File: src/rtl/mdu_hilo.sv
// Iterative multiply/divide unit with HI/LO registers.
// Shift-add multiply and restoring divide share one 64-bit accumulator.
module mdu_hilo #(
    parameter int XLEN = 32
) (
    input  logic            clk,
    input  logic            rst_n,
    input  logic            start,
    input  logic [5:0]      funct,
    input  logic [XLEN-1:0] rs_val,
    input  logic [XLEN-1:0] rt_val,
    output logic            busy,
    output logic            done,
    output logic            div_zero,
    output logic [XLEN-1:0] hi,
    output logic [XLEN-1:0] lo,
    output logic [XLEN-1:0] mf_data
);

    localparam logic [5:0] F_MULT  = 6'b011000;
    localparam logic [5:0] F_MULTU = 6'b011001;
    localparam logic [5:0] F_DIV   = 6'b011010;
    localparam logic [5:0] F_DIVU  = 6'b011011;
    localparam logic [5:0] F_MTHI  = 6'b010001;
    localparam logic [5:0] F_MTLO  = 6'b010011;
    localparam logic [5:0] F_MFHI  = 6'b010000;
    localparam logic [5:0] F_MFLO  = 6'b010010;

    typedef enum logic [1:0] {
        S_IDLE,
        S_MUL,
        S_DIV,
        S_FIX
    } state_t;

    state_t            state_q;
    logic [4:0]        cnt_q;
    logic [2*XLEN-1:0] acc_q;
    logic [XLEN-1:0]   opa_q;
    logic [XLEN-1:0]   opb_q;
    logic              neg_a_q;
    logic              neg_b_q;
    logic              is_div_q;
    logic [XLEN-1:0]   hi_q;
    logic [XLEN-1:0]   lo_q;
    logic              busy_q;
    logic              done_q;
    logic              dz_q;

    // Request decode
    logic f_mul;
    logic f_div;
    logic f_mthi;
    logic f_mtlo;
    logic f_signed;

    assign f_mul    = (funct == F_MULT) || (funct == F_MULTU);
    assign f_div    = (funct == F_DIV) || (funct == F_DIVU);
    assign f_mthi   = (funct == F_MTHI);
    assign f_mtlo   = (funct == F_MTLO);
    assign f_signed = (funct == F_MULT) || (funct == F_DIV);

    logic            rs_neg;
    logic            rt_neg;
    logic [XLEN-1:0] rs_mag;
    logic [XLEN-1:0] rt_mag;

    assign rs_neg = f_signed & rs_val[XLEN-1];
    assign rt_neg = f_signed & rt_val[XLEN-1];
    assign rs_mag = rs_neg ? -rs_val : rs_val;
    assign rt_mag = rt_neg ? -rt_val : rt_val;

    // Multiply step: conditional add into the upper half, then shift right
    logic [XLEN:0]     mul_sum;
    logic [2*XLEN-1:0] mul_acc_d;

    assign mul_sum   = {1'b0, acc_q[2*XLEN-1:XLEN]}
                     + (acc_q[0] ? {1'b0, opa_q} : '0);
    assign mul_acc_d = {mul_sum, acc_q[XLEN-1:1]};

    // Restoring divide step: remainder high, dividend/quotient low
    logic [XLEN:0]     div_sh;
    logic [XLEN:0]     div_sub;
    logic              div_ge;
    logic [XLEN-1:0]   div_rem;
    logic [2*XLEN-1:0] div_acc_d;

    assign div_sh    = {acc_q[2*XLEN-1:XLEN], acc_q[XLEN-1]};
    assign div_ge    = div_sh >= {1'b0, opb_q};
    assign div_sub   = div_sh - {1'b0, opb_q};
    assign div_rem   = div_ge ? div_sub[XLEN-1:0] : div_sh[XLEN-1:0];
    assign div_acc_d = {div_rem, acc_q[XLEN-2:0], div_ge};

    // The subtract result is below the divisor, so its top bit is dead
    logic unused_sub;
    assign unused_sub = div_sub[XLEN];

    // Sign correction and divide-by-zero substitution
    logic              neg_res;
    logic              fix_dz;
    logic [2*XLEN-1:0] prod_fix;
    logic [XLEN-1:0]   quo_fix;
    logic [XLEN-1:0]   rem_fix;
    logic [XLEN-1:0]   rs_back;
    logic [XLEN-1:0]   fix_hi;
    logic [XLEN-1:0]   fix_lo;

    assign neg_res  = neg_a_q ^ neg_b_q;
    assign fix_dz   = is_div_q && (opb_q == '0);
    assign prod_fix = neg_res ? -acc_q : acc_q;
    assign quo_fix  = neg_res ? -acc_q[XLEN-1:0] : acc_q[XLEN-1:0];
    assign rem_fix  = neg_a_q ? -acc_q[2*XLEN-1:XLEN]
                              : acc_q[2*XLEN-1:XLEN];
    assign rs_back  = neg_a_q ? -opa_q : opa_q;

    always_comb begin
        fix_hi = prod_fix[2*XLEN-1:XLEN];
        fix_lo = prod_fix[XLEN-1:0];
        if (fix_dz) begin
            fix_hi = rs_back;
            fix_lo = '1;
        end else if (is_div_q) begin
            fix_hi = rem_fix;
            fix_lo = quo_fix;
        end
    end

    always_ff @(posedge clk or negedge rst_n) begin
        if (!rst_n) begin
            state_q  <= S_IDLE;
            cnt_q    <= '0;
            acc_q    <= '0;
            opa_q    <= '0;
            opb_q    <= '0;
            neg_a_q  <= 1'b0;
            neg_b_q  <= 1'b0;
            is_div_q <= 1'b0;
            hi_q     <= '0;
            lo_q     <= '0;
            busy_q   <= 1'b0;
            done_q   <= 1'b0;
            dz_q     <= 1'b0;
        end else begin
            done_q <= 1'b0;
            dz_q   <= 1'b0;
            case (state_q)
                S_IDLE: begin
                    if (start) begin
                        unique case (1'b1)
                            f_mul: begin
                                opa_q    <= rs_mag;
                                opb_q    <= rt_mag;
                                neg_a_q  <= rs_neg;
                                neg_b_q  <= rt_neg;
                                is_div_q <= 1'b0;
                                acc_q    <= {{XLEN{1'b0}}, rt_mag};
                                cnt_q    <= '0;
                                busy_q   <= 1'b1;
                                state_q  <= S_MUL;
                            end
                            f_div: begin
                                opa_q    <= rs_mag;
                                opb_q    <= rt_mag;
                                neg_a_q  <= rs_neg;
                                neg_b_q  <= rt_neg;
                                is_div_q <= 1'b1;
                                acc_q    <= {{XLEN{1'b0}}, rs_mag};
                                cnt_q    <= '0;
                                busy_q   <= 1'b1;
                                state_q  <= S_DIV;
                            end
                            f_mthi: hi_q <= rs_val;
                            f_mtlo: lo_q <= rs_val;
                            default: ;
                        endcase
                    end
                end
                S_MUL: begin
                    acc_q <= mul_acc_d;
                    cnt_q <= cnt_q + 5'd1;
                    if (cnt_q == 5'd31) state_q <= S_FIX;
                end
                S_DIV: begin
                    acc_q <= div_acc_d;
                    cnt_q <= cnt_q + 5'd1;
                    if (cnt_q == 5'd31) state_q <= S_FIX;
                end
                S_FIX: begin
                    hi_q    <= fix_hi;
                    lo_q    <= fix_lo;
                    done_q  <= 1'b1;
                    dz_q    <= fix_dz;
                    busy_q  <= 1'b0;
                    state_q <= S_IDLE;
                end
                default: state_q <= S_IDLE;
            endcase
        end
    end

    assign busy     = busy_q;
    assign done     = done_q;
    assign div_zero = dz_q;
    assign hi       = hi_q;
    assign lo       = lo_q;

    assign mf_data = (funct == F_MFHI) ? hi_q :
                     (funct == F_MFLO) ? lo_q : '0;

endmodule

File: config.mk
export PLATFORM = sky130hd
export DESIGN_NAME = mdu_hilo
export DESIGN_NICKNAME = d
export VERILOG_FILES = /design/src/rtl/mdu_hilo.sv
export SDC_FILE = /design/constraint.sdc
export NUM_CORES = 1
export LEC_CHECK = 0
export ABC_AREA = 1
export CORE_MARGIN = 1
export CORE_UTILIZATION = 30
export DETAILED_ROUTE_END_ITERATION = 8
export SLEW_MARGIN = 25
export SYNTH_ARGS = -nofsm -noshare
export SYNTH_HDL_FRONTEND = slang
export SYNTH_SLANG_ARGS = --single-unit
File: constraint.sdc
create_clock -name clk -period 7.74 [get_ports clk]
set_clock_uncertainty 0.15 [all_clocks]
set_input_delay 1.548 -clock clk [delete_from_list [all_inputs] [get_ports clk]]
set_output_delay 1.548 -clock clk [all_outputs]
set_load 0.01 [all_outputs]
After elaboration in Yosys (flattened, before gate mapping)
Cells that the tools add are included.
Storage, ports and cells
  bits of input ports: 73
  output and inout bits: 99
  bits in registers: 205
  logic and storage cells: 100
Operators by class
  bitwise logic cells: 3
  add/subtract/negate cells: 9
  mux-type cells: 36
  magnitude comparators: 1
  reduce and logical (&&, ||, !) cells: 20
  eq/ne operators: 18
Operators with widths (count)
  $mux W32: 17
  $pmux W64 S3: 1
  $neg A32 Y32: 5
  $mux W64: 2
  $pmux W32 S2: 2
  $pmux W64 S2: 1
  $neg A64 Y64: 1
  $eq A6 B5 Y1 const B: 8
  $add A32 B32 Y33: 1
  $ge A33 B32 Y1: 1
  $logic_not A32 Y1: 1
  $sub A32 B32 Y32: 1
  $reduce_and A3 Y1: 8
  $mux W5: 2
  $pmux W5 S2: 1
  $ne A2 B2 Y1 const B: 4
  $pmux W2 S3: 1
  $reduce_bool A2 Y1: 3
  $add A5 B1 Y5 const B: 1
  $eq A5 B5 Y1 const B: 1
  $eq A2 B2 Y1 const B: 2
  $mux W1: 4
  $mux W2: 2
  $pmux W1 S2: 2
  11 further kinds: 15

Longest topological paths before layout
  depth in word-level cells: 7
  mapped depth: 20
  gate-level depth less buffers: 18

Worst setup path before layout
No wires, ideal clock.
  path kind: input to output
  from: input funct[5]
  to: output mf_data[10]
  data required time: 6042 ps
  setup slack: 3609 ps
  arrival: 2433 ps
  stages: 6
  path buffers: 1
  path through: inv_1 -> nand2_1 -> nor2_1 -> nand3_1 -> clkbuf_1 -> o22ai_1
On the way
  longest elaborated chain between the ends: 3
  elaborated cells on any way between the ends: 4
  classes of those cells: eq/ne: 2; mux: 2
RTL lines
  start: declaration: RTL line 9  | input logic [5:0] funct,
  $eq A6 B5 Y1: RTL line 208  | (funct == F_MFLO) ? lo_q : '0;
  $mux W32: RTL line 208
  $mux W32 (*): RTL line 207  | assign mf_data = (funct == F_MFHI) ? hi_q :
  end: declaration: RTL line 17  | output logic [XLEN-1:0] mf_data
Mark *: on every way between the ends. The rest lies on a longest branch, timed or not.

Worst setup path after layout
  from: input funct[1]
  to: output mf_data[31]
Same word-level chain as after synthesis.

==> flow_summary.yaml <==
cts:
  cts_tree: "done"
  cts_buffer_depth: 3
  clock_sinks: 205
  cts_buffers: 27
  cts_hold_buf: 0
  cts_max_level: 1
  postCtsSetupBuffers: 0
  cts_root_buf: "clkbuf_16"
  path_clk_slew_ns: 0.06
  cts_resized: 0
  worstSkewPairLatency_ns: 0.59
yosys:
  synthArstFlopShare_pct: 100
  yosysSeqAreaShare_pct: 25.5
  ys_types: 52
  mappedNetlistArea_um2: 20100
  avgSynthCellArea_um2: 5.99
  yosysWarnings: 0
  synth_fp_nets: 3515
  synth-seq-cells: 205
  syn_inst: 3364
  synthFlopType: "dfrtp_1"
  synth_edf_count: 0
timing:
  rsz0062_at_grt: "false"
  drv_slew: 0
  relSlewSlack_pct: 26.5
  max_freq_mhz: 190
  finalSetupTns_ns: 0
  setup_viol: 0
  post-route-period-util_pct: 68.0
  finalHoldViolCount: 0
  min_period_ns: 5.26
  max_slew.worst_pin.slew_ns: 1.09
  fin_ws_ns: 2.48
critical_path:
  critPathArrivalTime_ns: 3.56
  worst_setup_path_end_kind: "output pin"
  worstSetupPathType: "in -> out"
  startpoint_type: "primary input"
  worstPathRequired_ns: 6.04
  crit_path_max_fanout: 32
global_routing:
  overflow: 0
  grt_first_pass_wirelength_um: 139000
  grt.total_usage_pct: 27.0
  grt_pass1_vias: 21500
  grt_max_degree: 137
  antenna_found_initial: 1
min_path:
  hold_class: "reg -> reg"
cells_and_area:
  final_nets: 3615
  final_core_util_pct: 35.6
  drive_above_1_share_pct: 3.59
  n_fill_cell: 7427
  areaGrowthSynthToFinish_pct: 16.8
pwr:
  ir_worst_vdd_v: 0.000275
  power-per-cell-area_nw_per_um2: 437
  p_leak_nw: 11.4
  finalPower_w: 0.0103
drt:
  met3_length_um: 9020
  top_layer_used: "met5"
  avgViaCountPerCell: 5.48
  drtIter0Drc: 3077
  wl_met2_um: 40500
  drc: 2
  dr.pass1.iters: 9
  drtAntennaViolNets: 0
  wl_met1_um: 40400
  wl_um: 94000
  routedWlPerCell_um: 21.6
  vias: 23800
job:
  max_cap_viol_count: 0
die:
  die_h_um: 261
  start_util_pct: 30.5
  num_io_pins: 172
  die-area_um2: 68200
  coreArea_um2: 66100
  rows: 94
  fp.dieW_um: 261
place:
  preCtsSetupSlack_ns: 2.53
  gp_congestion: 1.00
  place.port_buffers: 171
  hpwl_um: 74800
status:
  failed_checks: "design-rule violations"
  status: "finished, violations left"
-- cell type report --
class	instances	area [um2]	area share, %
Clock buffer	40	795	3.38
Multi-Input combinational cell	2604	12800	54.5
Antenna cell	1	2.50	0.0106
Timing Repair Buffer	191	1880	7.99
Tap cell	864	1080	4.59
Clock inverter	10	188	0.798
Inverter	435	1630	6.94
Sequential cell	205	5130	21.8
-- report_power, final --
group	leakage [nW]	internal (W)	total (W)	switching [W]
Clock	0.474	0.000874	0.00142	0.000547
Sequential	2.42	0.00155	0.00211	0.000554
Combinational	8.52	0.00202	0.00675	0.00472
Total	11.4	0.00445	0.0103	0.00583
-- cell usage after synthesis (all sizes together) (3+ instances only) --
library cell  count  share of area, %
o22ai            43               1.3
a21oi           213               5.3
ha               76               4.7
or2              12              0.37
nor3             55               1.4
a31oi             6              0.19
nor2            419               8.2
o21ai           282               7.1
a21boi            4              0.15
o211ai           11              0.41
nand3           345               8.6
xor2             61               2.7
o221ai           19              0.83
a22oi            15              0.56
inv             434               8.1
o31ai             3              0.11
a21o              5              0.19
o21bai            8              0.30
xnor2            16              0.70
nand2           929                18
o21a              7              0.26
nor4              9              0.28
a221oi            8              0.35
buf              61               1.8
nand4            38               1.2
nand3b            6              0.22
clkbuf           59               1.1
dfrtp           205                25
-- layer usage --
layer / track usage (%) / up-vias
met1: 38.3 / 11200
met4: 10.3 / 2
met5: 0 / -
met3: 4.44 / 181
met2: 40.5 / 1260
li1: - / 11200
-- worst max-delay path, cell delays in order --
cell	delay (ns)
clkdlybuf4s50_1	0.59
inv_1	0.10
nor2_1	0.19
nand3_1	0.09
buf_4	0.25
o22ai_1	0.21
clkdlybuf4s50_1	0.56
-- kinds of logic after synthesis --
family	after synthesis	synth area share, %
fa+ha+maj	78	4.92
flops	205	25.5
compound gates	632	17.4
xor+xnor	77	3.35
buf+inv	555	11.0
simple gates	1817	37.9
-- final timing paths --
check / from / endpoint / cells after the start / slack (ns)
worst min register to register: opb_q[1]$_DFFE_PN0P_ / opb_q[1]$_DFFE_PN0P_ / 2 / 0.34
min in group asynchronous: rst_n / lo[30]$_DFFE_PN0P_ / 1 / 0.78
worst max register to register: acc_q[31]$_DFFE_PN0P_ / acc_q[62]$_DFFE_PN0P_ / 16 / 3.81
worst max-delay path: funct[1] / mf_data[31] / 7 / 2.48
worst min-delay path: opb_q[1]$_DFFE_PN0P_ / opb_q[1]$_DFFE_PN0P_ / 2 / 0.34
max in group asynchronous: rst_n / opb_q[18]$_DFFE_PN0P_ / 2 / 5.37
-- layout by cell type, fill, tap and decap left out, types with 6 or more instances in the layout --
master / synthesis / routed
nand2_1: 919 / 919
inv_1: 423 / 421
nor2_1: 401 / 400
nand3_1: 343 / 343
o21ai_0: 257 / 257
a21oi_1: 213 / 212
dfrtp_1: 205 / 205
clkdlybuf4s50_1: 0 / 170
ha_1: 76 / 74
xor2_1: 61 / 61
nor3_1: 55 / 55
o22ai_1: 43 / 43
nand4_1: 38 / 38
clkbuf_16: 0 / 27
o21ai_1: 22 / 22
o221ai_1: 19 / 19
buf_4: 14 / 19
xnor2_1: 16 / 16
a22oi_1: 15 / 15
inv_2: 11 / 13
nor2_2: 13 / 13
o211ai_1: 11 / 11
nor4_1: 9 / 9
or2_2: 9 / 9
o21bai_1: 8 / 8
a221oi_1: 8 / 8
nand2_2: 7 / 7
o21a_1: 7 / 7
clkbuf_8: 0 / 7
a31oi_1: 6 / 6
nand3b_1: 6 / 6
clkbuf_1: 59 / 6
-- metrics by stage --
step	std cells	hold WS [ns]	cell area [um2]
6_report	4350	0.340	23500
3_5_place_dp	4299	0.329	22500
3_3_place_gp	4299	0.318	22500
5_1_grt	4349	0.366	23500
2_1_floorplan	3364	0.303	20100
4_1_cts	4349	0.344	23500
-- state kept, by name (all words and copies together) (netlist names) --
signal    flops
cnt_q         5
acc_q        64
neg_b_q       1
state_q       2
busy          1
hi           32
lo           32
neg_a_q       1
is_div_q      1
div_zero      1
opb_q        32
done          1
opa_q        32
(Power assumes the default switching activity.)
